`src/rtl/uart_bus_regs.sv`:
```
// ---------------------------------------------------------------------------
// uart_bus_regs
//
// Bus-side register front end for the UART core. Responds on the Ibex data
// bus (req/gnt/rvalid), hands characters to the transmitter through a
// one-entry holding register, and buffers received characters in a small
// FIFO with sticky overrun / parity error flags.
//
// Register map (addr[3:2]):
//   0 TXDATA  W: load character (be[0]); reads 0
//   1 RXDATA  R: pop FIFO head (0 when empty); writes ignored
//   2 STATUS  R: {parity_err, rx_overrun, rx_full, rx_not_empty, tx_busy}
//             W: be[0] write-1-to-clear of bits [4:3]
//   3 reserved, reads 0
//
// Ports:
//   clk_i, rst_i            clock, synchronous active-high reset
//   data_*                  Ibex data bus responder (gnt is combinational)
//   tx_data_o/tx_data_vld_o character and request to the transmitter
//   tx_active_i             transmitter busy
//   rx_data_i/rx_data_vld_i received character and its one-cycle strobe
//   rx_parity_err_i         parity error, qualified by rx_data_vld_i
// ---------------------------------------------------------------------------
module uart_bus_regs #(
    parameter int DATA_BITS     = 8,
    parameter int RX_FIFO_DEPTH = 4
) (
    input  logic                 clk_i,
    input  logic                 rst_i,
    input  logic                 data_req_i,
    output logic                 data_gnt_o,
    output logic                 data_rvalid_o,
    input  logic                 data_we_i,
    input  logic [3:0]           data_be_i,
    input  logic [31:0]          data_addr_i,
    input  logic [31:0]          data_wdata_i,
    output logic [31:0]          data_rdata_o,
    output logic                 data_err_o,
    output logic [DATA_BITS-1:0] tx_data_o,
    output logic                 tx_data_vld_o,
    input  logic                 tx_active_i,
    input  logic [DATA_BITS-1:0] rx_data_i,
    input  logic                 rx_data_vld_i,
    input  logic                 rx_parity_err_i
);

    localparam int          PW          = $clog2(RX_FIFO_DEPTH);
    localparam logic [PW:0] DEPTH_CNT   = (PW+1)'(RX_FIFO_DEPTH);
    localparam logic [1:0]  ADDR_TX     = 2'd0;
    localparam logic [1:0]  ADDR_RX     = 2'd1;
    localparam logic [1:0]  ADDR_STATUS = 2'd2;

    // State
    logic                 tx_pending_reg;
    logic [DATA_BITS-1:0] tx_data_reg;
    logic [DATA_BITS-1:0] fifo_mem [RX_FIFO_DEPTH];
    logic [PW-1:0]        wr_ptr_reg;
    logic [PW-1:0]        rd_ptr_reg;
    logic [PW:0]          count_reg;
    logic                 overrun_reg;
    logic                 parity_reg;
    logic                 rvalid_reg;
    logic [31:0]          rdata_reg;

    // Decode and handshake
    logic [1:0]           addr_sel;
    logic                 tx_busy;
    logic                 tx_wr_req;
    logic                 gnt;
    logic                 wr_acc;
    logic                 rd_acc;
    logic                 rx_empty;
    logic                 rx_full;
    logic                 pop;
    logic                 push;
    logic                 overrun_set;
    logic                 parity_set;
    logic                 w1c;
    logic [31:0]          status_word;
    logic [DATA_BITS-1:0] rx_head;
    logic [31:0]          rd_value;
    logic                 unused_bits;

    assign addr_sel  = data_addr_i[3:2];
    assign tx_busy   = tx_pending_reg | tx_active_i;
    assign tx_wr_req = data_req_i & data_we_i & (addr_sel == ADDR_TX);

    // Only a TXDATA write can be stalled: it waits until the holding
    // register is free and the transmitter has gone idle.
    assign gnt    = data_req_i & ~(tx_wr_req & tx_busy);
    assign wr_acc = gnt & data_we_i;
    assign rd_acc = gnt & ~data_we_i;

    assign rx_empty = (count_reg == '0);
    assign rx_full  = (count_reg == DEPTH_CNT);

    // A pop in the same cycle frees a slot, so a push into a full FIFO
    // still succeeds then; an empty FIFO never pops, so the push survives.
    assign pop         = rd_acc & (addr_sel == ADDR_RX) & ~rx_empty;
    assign push        = rx_data_vld_i & (~rx_full | pop);
    assign overrun_set = rx_data_vld_i & rx_full & ~pop;
    assign parity_set  = rx_data_vld_i & rx_parity_err_i;
    assign w1c         = wr_acc & (addr_sel == ADDR_STATUS) & data_be_i[0];

    assign status_word = {27'b0, parity_reg, overrun_reg, rx_full, ~rx_empty, tx_busy};
    assign rx_head     = fifo_mem[rd_ptr_reg];

    always_comb begin
        rd_value = '0;
        case (addr_sel)
            ADDR_RX: begin
                if (!rx_empty) begin
                    rd_value = {{(32-DATA_BITS){1'b0}}, rx_head};
                end
            end
            ADDR_STATUS: rd_value = status_word;
            default:     rd_value = '0;
        endcase
    end

    // Bus response: one registered beat per grant; rdata is zero except
    // during the rvalid cycle of a read.
    always_ff @(posedge clk_i) begin
        if (rst_i) begin
            rvalid_reg <= 1'b0;
            rdata_reg  <= '0;
        end else begin
            rvalid_reg <= gnt;
            rdata_reg  <= rd_acc ? rd_value : '0;
        end
    end

    // TX holding register
    always_ff @(posedge clk_i) begin
        if (rst_i) begin
            tx_pending_reg <= 1'b0;
            tx_data_reg    <= '0;
        end else if (wr_acc && addr_sel == ADDR_TX && data_be_i[0]) begin
            tx_pending_reg <= 1'b1;
            tx_data_reg    <= data_wdata_i[DATA_BITS-1:0];
        end else if (tx_pending_reg && tx_active_i) begin
            tx_pending_reg <= 1'b0;
        end
    end

    // RX FIFO storage (no reset needed: count gates every read)
    always_ff @(posedge clk_i) begin
        if (push) begin
            fifo_mem[wr_ptr_reg] <= rx_data_i;
        end
    end

    // RX FIFO pointers and occupancy
    always_ff @(posedge clk_i) begin
        if (rst_i) begin
            wr_ptr_reg <= '0;
            rd_ptr_reg <= '0;
            count_reg  <= '0;
        end else begin
            if (push) begin
                wr_ptr_reg <= wr_ptr_reg + 1'b1;
            end
            if (pop) begin
                rd_ptr_reg <= rd_ptr_reg + 1'b1;
            end
            case ({push, pop})
                2'b10:   count_reg <= count_reg + 1'b1;
                2'b01:   count_reg <= count_reg - 1'b1;
                default: count_reg <= count_reg;
            endcase
        end
    end

    // Sticky flags: clear first, then set, so a same-cycle set wins.
    always_ff @(posedge clk_i) begin
        if (rst_i) begin
            overrun_reg <= 1'b0;
            parity_reg  <= 1'b0;
        end else begin
            overrun_reg <= (overrun_reg & ~(w1c & data_wdata_i[3])) | overrun_set;
            parity_reg  <= (parity_reg  & ~(w1c & data_wdata_i[4])) | parity_set;
        end
    end

    assign data_gnt_o    = gnt;
    assign data_rvalid_o = rvalid_reg;
    assign data_rdata_o  = rdata_reg;
    assign data_err_o    = 1'b0;
    assign tx_data_o     = tx_data_reg;
    assign tx_data_vld_o = tx_pending_reg;

    // Address/byte-enable/data bits that the register map never decodes
    assign unused_bits = ^{data_addr_i[31:4], data_addr_i[1:0], data_be_i[3:1],
                           data_wdata_i[31:DATA_BITS]};

endmodule

```
`config.mk`:
```
export PLATFORM = sky130hd
export DESIGN_NAME = uart_bus_regs
export DESIGN_NICKNAME = d
export VERILOG_FILES = /design/src/rtl/uart_bus_regs.sv
export SDC_FILE = /design/constraint.sdc
export NUM_CORES = 1
export LEC_CHECK = 0
export ABC_AREA = 1
export CAP_MARGIN = 20
export CELL_PAD_IN_SITES_DETAIL_PLACEMENT = 0
export CELL_PAD_IN_SITES_GLOBAL_PLACEMENT = 1
export CORE_MARGIN = 8
export CORE_UTILIZATION = 32
export DETAILED_ROUTE_END_ITERATION = 12
export PLACE_DENSITY_LB_ADDON = 0.1
export SYNTH_ARGS = -nofsm -noshare
export SYNTH_HDL_FRONTEND = slang
export SYNTH_SLANG_ARGS = --single-unit
```
`constraint.sdc`:
```
create_clock -name clk_i -period 4.9 [get_ports clk_i]
set_input_delay 0.98 -clock clk_i [delete_from_list [all_inputs] [get_ports clk_i]]
set_output_delay 0.98 -clock clk_i [all_outputs]
set_load 0.005 [all_outputs]
```
==> summary.md, run 1 <==
| Metric | Value |
|---|---|
| Outcome | `complete, no violations` |
| Worst hold-check path type | `flip-flop to flip-flop` |
| Final Hold Vio Count | `0` |
| Fillers | `roughly 860` |
| Worst setup SP type | `primary input` |
| Die area | `11,800 µm²` |
| Gr busiest metal | `met2` |
| Routed WL | `5750 µm` |
| Synth warnings | `0` |
| Seq/Total Area, Yosys | `0.564` |
| Tot GR Track Use | `0.100` |
| Number of global-route vias before repair | `1,773` |
| Clock-pin slew on the worst setup and hold paths | `70 ps` |
| Via count | `1,845` |
| Req. time, crit path | `3920 ps` |
| Mapped Avg Cell Area | `9.46 µm²` |
| Netlist cell types | `26` |
| Area grow syn2layout | `22.5%` |
| Setup ws final | `1290 ps` |
| Final Max Tran Viols | `0` |
| Initial antenna violation count | `0` |
| Post-DRT Antenna Nets | `0` |
| Area of the mapped netlist | `2730 µm²` |
| Drt wl/cell | `12.9 µm` |
| Post-synthesis register bit count | `61` |
| Remaining global-route overflow | `0` |
| Layout cells sized above 1 | `0.0762` |
| Largest net degree at the start of global routing | `18` |
| I/O Pins | `127` |
| H-tree depth | `3` |
| Hold-fix buffers, CTS | `0` |
| Mapped Cells | `289` |
| GR Layer Usage met2 | `0.160` |
| Post-CTS Setup Inserts | `0` |
| Pwr/cell area | `313 nW/µm²` |
| CP Cell Sequence | `clkdlybuf4s50_1 > inv_1 > ha_1 > nand2_1 > inv_1 > nand2_1 > nand2_1 > inv_1 > clkdlybuf4s50_1` |
| Clk_skew | `between 15 and 20 ps` |
| Worst-skew pair later-pin latency | `340 ps` |
| VDD IR-drop max | `between 100 and 150 µV` |
| TritonCTS clock tree | `yes` |
| DR vias/cell | `4.14` |
| Rows | `33` |
| Commonest non-fill, non-tap cells in the layout | `nand2_1 (59), clkdlybuf4s50_1 (44), inv_1 (37), nor2_1 (33), edfxtp_1 (32)` |
| Global-route wire length before repair | `8820 µm` |
| Period utilization | `0.736` |
| Initial Util | `0.331` |
| Area of the core | `a little over 8000 µm²` |
| Setup tns final | `0 ps` |
| Commonest non-fill, non-tap cell in the layout | `nand2_1` |
| Worst stage delay on the critical path | `500 ps` |
| Fmax | `roughly 280 MHz` |
| Endpoints failing setup | `0` |
| Die width | `108 µm` |
| CTS Buf Count | `9` |
| M1 GR Usage | `0.121` |
| Met3 Usage GRT | `0.0244` |
| Worst slack at placement | `1270 ps` |
| Max FFs per register | `32` |
| Drc violations | `0` |
| Hpwl dp | `about 4200 µm` |
| Crit path time final | `3610 ps` |
| Die Span Y | `108 µm` |
| Slowest CP cell | `clkdlybuf4s50_1` |
| Slew HR | `0.447` |
| Critical path peak fanout | `3` |
| Register with the most flip-flops | `fifo_mem` |
| PortBufs | `44` |
| Endpoint class of the critical path | `output pin` |
| RePlAce Congestion | `0.723` |
| Post-CTS Resized | `0` |
| Worst Max-Slew Pin Slew | `826 ps` |
| Max-cap check violation count | `0` |
| WS Path Type | `primary input to output pin` |
| Pre-antenna DRT Iters | `3` |
| Antenna cells | `0` |
| Root buf cell | `clkbuf_8` |
| Leakage | `around 1.4 nW` |
| WP data arrival | `2630 ps` |
| RSZ-0062 raised after global routing | `false` |
| CTS sink count | `61` |
| Final Net Count | `428` |
| Drt first-iter violations | `34` |
| Clk buf depth | `2` |
metrics by stage:
stage	total power, mW	area, µm²	util	hold WS [ps]	instances
after detailed placement	0.667	3180	0.385	460	430
after floorplan	0.637	2820	-	440	313
final	1.05	3350	0.406	464	446
after CTS	1.06	3350	0.406	470	446
after global placement	0.666	3180	0.385	455	430
after global routing	1.10	3350	0.406	502	446
logic make-up (layout without fill, tap and decap cells):
group / count (synthesis) / count (layout) / share of synthesized area
adder cells (fa/ha/maj): 9 / 9 / 0.0439
XOR/XNOR: 2 / 2 / 0.00641
other: 1 / 25 / 0.00137
flip-flops: 61 / 61 / 0.564
AND/OR/NAND/NOR: 119 / 119 / 0.196
AO/OA/AOI/OAI: 26 / 26 / 0.0522
buffers and inverters: 71 / 99 / 0.136
path summary, 6_finish.rpt:
check | startpoint | end | slack [ps] | cells after the start
min reg2reg | overrun_reg | overrun_reg | 460 | 2
max reg2reg | count_reg[0] | count_reg[2] | 2770 | 11
min | overrun_reg | overrun_reg | 460 | 2
max | data_addr_i[2] | data_gnt_o | 1290 | 9
cell usage after synthesis:
library cell | number | area [µm²]
nor2_8 | 1 | 20.0
nand2_2 | 2 | 12.5
ha_1 | 8 | 100
nor2_4 | 1 | 11.3
a21oi_1 | 9 | 45.0
nor3_1 | 1 | 5.00
buf_2 | 5 | 25.0
clkinv_4 | 1 | 8.76
o21ai_2 | 1 | 8.76
o22ai_1 | 7 | 43.8
nand2_1 | 59 | 221
o21ai_0 | 9 | 45.0
inv_2 | 1 | 3.75
nor2_1 | 33 | 124
conb_1 | 1 | 3.75
clkbuf_1 | 2 | 7.51
xor2_1 | 2 | 17.5
fa_1 | 1 | 20.0
nand4_1 | 3 | 18.8
dfxtp_1 | 29 | 581
nand4_4 | 1 | 21.3
inv_1 | 37 | 139
nand3_1 | 16 | 80.1
buf_4 | 25 | 188
nand2_4 | 2 | 22.5
edfxtp_1 | 32 | 961
power by group:
part | switching (mW) | internal (mW) | total, mW
registers | 0.00750 | 0.555 | 0.563
clock network | 0.209 | 0.185 | 0.393
logic | 0.0532 | 0.0383 | 0.0915
total | 0.269 | 0.778 | 1.05
critical path: cells and delay by family:
| kind | cells | cell delay, ps |
|---|---|---|
| adder cells (fa/ha/maj) | 1 | 190 |
| buffers and inverters | 5 | 1190 |
| AND/OR/NAND/NOR | 3 | 280 |
cell type report:
type                    count  area, µm²  share of cell area
multi-input cells         181        911               0.272
repair buffers             44        440               0.131
clock inverters             7       50.0              0.0149
well taps                 105        131              0.0392
inverters                  39        151              0.0452
flip-flops and latches     61       1540               0.460
clock buffers               9        124              0.0370
routing by layer:
layer | vias up | wire length (µm) | part of all wire
li1 | 968 | - | -
met1 | 820 | 2570 | 0.45
met2 | 48 | 2700 | 0.47
met3 | 9 | 365 | 0.064
met4 | 0 | 116 | 0.020
met5 | - | 0 | 0
Power figures use the tool's default switching activity.
==> run 2, diff against run 1 <==
--- a/config.mk
+++ b/config.mk
@@ -10,7 +10,7 @@
 export CELL_PAD_IN_SITES_DETAIL_PLACEMENT = 0
 export CELL_PAD_IN_SITES_GLOBAL_PLACEMENT = 1
 export CORE_MARGIN = 8
-export CORE_UTILIZATION = 32
+export CORE_UTILIZATION = 27
 export DETAILED_ROUTE_END_ITERATION = 12
 export PLACE_DENSITY_LB_ADDON = 0.1
 export SYNTH_ARGS = -nofsm -noshare
==> constraint.sdc (replaced) <==
create_clock -name clk_i -period 2.9 [get_ports clk_i]
set_input_delay 0.58 -clock clk_i [delete_from_list [all_inputs] [get_ports clk_i]]
set_output_delay 0.58 -clock clk_i [all_outputs]
set_load 0.005 [all_outputs]
==> run 2 against run 1 <==
Against the previous run: via count rose by 2.9%; power rose by 79%; core utilization fell by 5.2 points; critical path depth did not move; worst hold slack got worse by 2.5 ps; non-clock buffer count rose by 8.
==> summary.md, run 2 (synthesis gave the netlist of run 1 again) <==
| Metric | Value |
|---|---|
| Outcome | `complete, no violations` |
| Finished layout cell area | `roughly 3500 µm²` |
| Final Max Tran Viols | `0` |
| TritonCTS clock tree | `yes` |
| VDD IR-drop max | `182 µV` |
| DR vias/cell | `3.94` |
| Initial Util | `0.278` |
| RSZ-0062 raised after global routing | `false` |
| Rows | `36` |
| Combinational share of power | `0.089` |
| Worst-skew pair later-pin latency | `340 ps` |
| Commonest non-fill, non-tap cells in the layout | `nand2_1 (58), clkdlybuf4s50_1 (44), inv_1 (37), nor2_1 (33), edfxtp_1 (32)` |
| Worst hold-check path type | `flip-flop to flip-flop` |
| Drt first-iter violations | `116` |
| Worst slack at placement | `82.4 ps` |
| Area of the core | `about 9800 µm²` |
| Clk buf depth | `2` |
| NetSw | `0.463 mW` |
| WP data arrival | `2200 ps` |
| Clk_skew | `6.91 ps` |
| RePlAce Congestion | `0.687` |
| Setup tns final | `0 ps` |
| Number of global-route vias before repair | `1,804` |
| Post-CTS Setup Inserts | `0` |
| Post-DRT Antenna Nets | `0` |
| Tot GR Track Use | `0.0928` |
| Drc violations | `0` |
| Final Hold Vio Count | `0` |
| Remaining global-route overflow | `0` |
| Final Net Count | `between 400 and 500` |
| CTS Buf Count | `9` |
| Worst Hold Depth | `2` |
| I/O Pins | `127` |
| Hpwl dp | `approximately 4400 µm` |
| Leakage | `~1.5 nW` |
| Fmax | `between 300 and 400 MHz` |
| Commonest non-fill, non-tap cell in the layout | `nand2_1` |
| H-tree depth | `3` |
| Via count | `1,899` |
| Largest net degree at the start of global routing | `18` |
| DP Area | `3270 µm²` |
| Sequential share of power | `0.507` |
| Die width | `between 100 and 150 µm` |
| R2R setup slack | `870 ps` |
| Drt wl/cell | `12.5 µm` |
| Pwr/cell area | `540 nW/µm²` |
| Register with the most flip-flops | `fifo_mem` |
| PortBufs | `44` |
| Cell internal pwr | `1.41 mW` |
| Die area | `between 10,000 and 15,000 µm²` |
| Max-cap check violation count | `0` |
| Routed WL | `6010 µm` |
| WS Path Type | `primary input to output pin` |
| Initial antenna violation count | `0` |
| Sw frac | `0.247` |
| Setup ws final | `118 ps` |
| Final Non-Filler Cells | `482` |
| Crit path time final | `2780 ps` |
| Global-route wire length before repair | `between 9000 and 10,000 µm` |
| Area grow syn2layout | `27.0%` |
| Period utilization | `0.959` |
| Clock-pin slew on the worst setup and hold paths | `70 ps` |
| Die Span Y | `117 µm` |
| Max FFs per register | `32` |
| Hold-fix buffers, CTS | `0` |
| Root buf cell | `clkbuf_8` |
| Endpoints failing setup | `0` |
| Layout cells sized above 1 | `0.100` |
| Req. time, crit path | `2320 ps` |
| Antenna cells | `0` |
| Post-CTS Resized | `0` |
| Worst reg-to-reg path cell count | `11` |
| Endpoint class of the critical path | `output pin` |
| Pwr Total | `between 1.5 and 2 mW` |
| Clock Power Share | `0.404` |
| Placed cells | `466` |
| Worst setup SP type | `primary input` |
| Critical path peak fanout | `3` |
| Pre-antenna DRT Iters | `4` |
| CTS sink count | `61` |
[run 2: cell types whose count changed in the layout (fill, tap and decap cells not counted)]
| cell | delta |
|---|---|
| nand2_1 | -1 |
| bufinv_16 | +1 |
| buf_4 | +8 |
| clkinv_2 | -1 |
| clkinvlp_4 | +1 |
| nand2_2 | +1 |
| clkinv_4 | -1 |
[run 2: final cells by class]
cell class              instances  area [µm²]
flip-flops and latches         61        1540
well taps                     133         166
repair buffers                 52         500
inverters                      39         151
clock buffers                   9         124
fillers                      1039        6350
multi-input cells             181         913
clock inverters                 7        73.8
[run 2: worst paths after layout]
path,from,end
setup / recovery,data_addr_i[3],data_gnt_o
hold / removal,parity_reg,parity_reg
setup reg to reg,count_reg[0],count_reg[2]
hold reg to reg,parity_reg,parity_reg
[run 2: critical path, cell delays in order]
cell and delay [ps]:
clkdlybuf4s50_1 500, inv_1 70, ha_1 180, nand2_1 70, inv_1 80, nand2_2 90, nand2_1 80, inv_1 60
clkdlybuf4s50_1 490
[run 2: metal layers]
metal / track usage / wire, µm / part of all wire / up-vias
met4: 0.0512 / 116 / 0.019 / 0
met1: 0.108 / 2740 / 0.46 / 859
met3: 0.0290 / 408 / 0.068 / 11
met2: 0.149 / 2750 / 0.46 / 47
met5: 0 / 0 / 0 / -
li1: - / - / - / 982
[run 2: per-stage QoR]
step | util | hold WS [ps]
after CTS | 0.353 | 467
after global routing | 0.353 | 497
after global placement | 0.333 | 460
final | 0.353 | 462
after floorplan | - | 440
after detailed placement | 0.333 | 457
[run 2: power groups by stage]
stage	clock [mW]	combinational [mW]	sequential [mW]
floorplan	0	0.110	0.967
global placement	0	0.166	0.968
detailed placement	0	0.167	0.968
CTS	0.784	0.168	0.949
global route	0.822	0.189	0.951
finish	0.757	0.167	0.949
==> run 3, diff against run 2 <==
--- a/config.mk
+++ b/config.mk
@@ -9,9 +9,9 @@
 export CAP_MARGIN = 20
 export CELL_PAD_IN_SITES_DETAIL_PLACEMENT = 0
 export CELL_PAD_IN_SITES_GLOBAL_PLACEMENT = 1
-export CORE_MARGIN = 8
-export CORE_UTILIZATION = 27
+export CORE_UTILIZATION = 32
 export DETAILED_ROUTE_END_ITERATION = 12
+export GPL_ROUTABILITY_DRIVEN = 0
 export PLACE_DENSITY_LB_ADDON = 0.1
 export SYNTH_ARGS = -nofsm -noshare
 export SYNTH_HDL_FRONTEND = slang
==> constraint.sdc (replaced) <==
create_clock -name clk_i -period 3.6 [get_ports clk_i]
set_input_delay 0.72 -clock clk_i [delete_from_list [all_inputs] [get_ports clk_i]]
set_output_delay 0.72 -clock clk_i [all_outputs]
set_load 0.005 [all_outputs]
==> run 3 against run 2 <==
Against the previous run: non-clock buffer count decreased by 4; sequential share of layout area increased by 0.63 points; global-route usage increased by 4.2 points; count of clock-buffer cells in the layout increased by 2; design area decreased by 1.4%; wire length decreased by 11%; clock power decreased by 12%; flip-flop and latch count unchanged; power decreased by 17%; via count decreased by 1.5%.
==> summary.md, run 3 (synthesis gave the netlist of run 1 again) <==
| Metric | Value |
|---|---|
| Layout cells sized above 1 | `0.0841` |
| Post-CTS Setup Inserts | `0` |
| WP data arrival | `between 2000 and 2500 ps` |
| Fin util | `0.414` |
| Number of global-route vias before repair | `roughly 1,700` |
| Clk buf depth | `2` |
| Global-route wire length before repair | `8680 µm` |
| Drt first-iter violations | `69` |
| Period utilization | `0.857` |
| Hold-fix buffers, CTS | `0` |
| PortBufs | `44` |
| Area occupied by multi-input gates | `slightly above 900 µm²` |
| Endpoints failing setup | `0` |
| Root buf cell | `clkbuf_8` |
| Max FFs per register | `32` |
| Req. time, crit path | `roughly 2900 ps` |
| Die Span Y | `~94 µm` |
| Commonest non-fill, non-tap cell in the layout | `nand2_1` |
| Worst setup SP type | `primary input` |
| Fillers | `849` |
| Post-DRT Antenna Nets | `0` |
| Pwr/cell area | `456 nW/µm²` |
| Antenna cells | `0` |
| RSZ-0062 raised after global routing | `false` |
| Rows | `33` |
| Drt wl/cell | `11.9 µm` |
| Crit path time final | `3090 ps` |
| Max-cap check violation count | `0` |
| Clock-pin slew on the worst setup and hold paths | `around 70 ps` |
| Remaining global-route overflow | `0` |
| WS Path Type | `primary input to output pin` |
| TritonCTS clock tree | `yes` |
| Drc violations | `0` |
| Setup tns final | `0 ps` |
| Tot GR Track Use | `0.135` |
| Worst Max-Slew Pin Slew | `between 600 and 700 ps` |
| Commonest non-fill, non-tap cells in the layout | `nand2_1 (59), clkdlybuf4s50_1 (44), inv_1 (37), nor2_1 (33), edfxtp_1 (32)` |
| Post-CTS Resized | `0` |
| Worst hold-check path type | `flip-flop to flip-flop` |
| VDD IR-drop max | `172 µV` |
| Initial Util | `0.331` |
| Register Area | `about 1500 µm²` |
| I/O Pins | `127` |
| Die width | `94.4 µm` |
| Routed WL | `approximately 5300 µm` |
| Area of the core | `slightly above 8000 µm²` |
| Via count | `1,871` |
| Die area | `8920 µm²` |
| Leakage | `roughly 1.5 nW` |
| DR vias/cell | `4.16` |
| Largest net degree at the start of global routing | `18` |
| Final Max Tran Viols | `0` |
| Initial antenna violation count | `0` |
| Fmax | `about 320 MHz` |
| CTS sink count | `slightly above 60` |
| H-tree depth | `3` |
| Critical path peak fanout | `3` |
| Final Hold Vio Count | `0` |
| Pre-antenna DRT Iters | `4` |
| CTS Buf Count | `9` |
| Slew HR | `0.596` |
| Final Net Count | `432` |
| Register with the most flip-flops | `fifo_mem` |
| Worst-skew pair later-pin latency | `330 ps` |
| Hpwl dp | `3690 µm` |
| Endpoint class of the critical path | `output pin` |
| Outcome | `complete, no violations` |
| Area grow syn2layout | `25.2%` |
| Clk_skew | `9.79 ps` |
[run 3: cell count changes in the layout (fill, tap and decap cells not counted), sizes merged]
cell	change
clkinvlp	-1
clkbuf	+2
buf	-4
clkinv	-1
bufinv	+1
inv	-1
[run 3: per-stage QoR]
stage | worst slack (ps) | hold WS (ps) | power (mW) | instance area (µm²) | instances
6_report | 514 | 466 | 1.56 | 3420 | 450
5_1_grt | 402 | 515 | 1.63 | 3420 | 450
4_1_cts | 505 | 468 | 1.58 | 3420 | 450
3_5_place_dp | 507 | 460 | 0.910 | 3210 | 434
3_3_place_gp | 509 | 453 | 0.909 | 3210 | 434
2_1_floorplan | 1330 | 440 | 0.867 | 2820 | 313
[run 3: worst paths after layout]
| path | from | endpoint | slack [ps] | depth (start not counted) |
|---|---|---|---|---|
| worst max register to register | count_reg[0] | count_reg[2] | 1480 | 11 |
| worst min register to register | overrun_reg | overrun_reg | 470 | 2 |
| worst max-delay path | data_addr_i[2] | data_gnt_o | 510 | 9 |
| worst min-delay path | overrun_reg | overrun_reg | 470 | 2 |
[run 3: report_power, final]
part	leakage [nW]	switching (mW)	internal (mW)
clock	0.113	0.264	0.405
sequential	0.529	0.0102	0.756
combinational	0.835	0.0717	0.0549
[run 3: cell type report]
class                      count  area share
tap                          105      0.0384
clock buffer                  11      0.0413
clock inverter                 5      0.0219
multi-input combinational    181       0.266
inverter                      39      0.0442
timing repair buffer          48       0.137
sequential                    61       0.450
[run 3: critical path: stages]
cell and delay [ps]:
clkdlybuf4s50_1 480, inv_1 60, ha_1 190, nand2_1 70, inv_1 80, nand2_1 120, nand2_1 80, inv_1 70
clkdlybuf4s50_1 490
[run 3: routing by layer]
layer	part of all wire	GRT usage	vias up
li1	-	-	974
met2	0.47	0.216	49
met4	0.022	0.0731	0
met1	0.47	0.166	838
met5	0	0	-
met3	0.038	0.0354	10
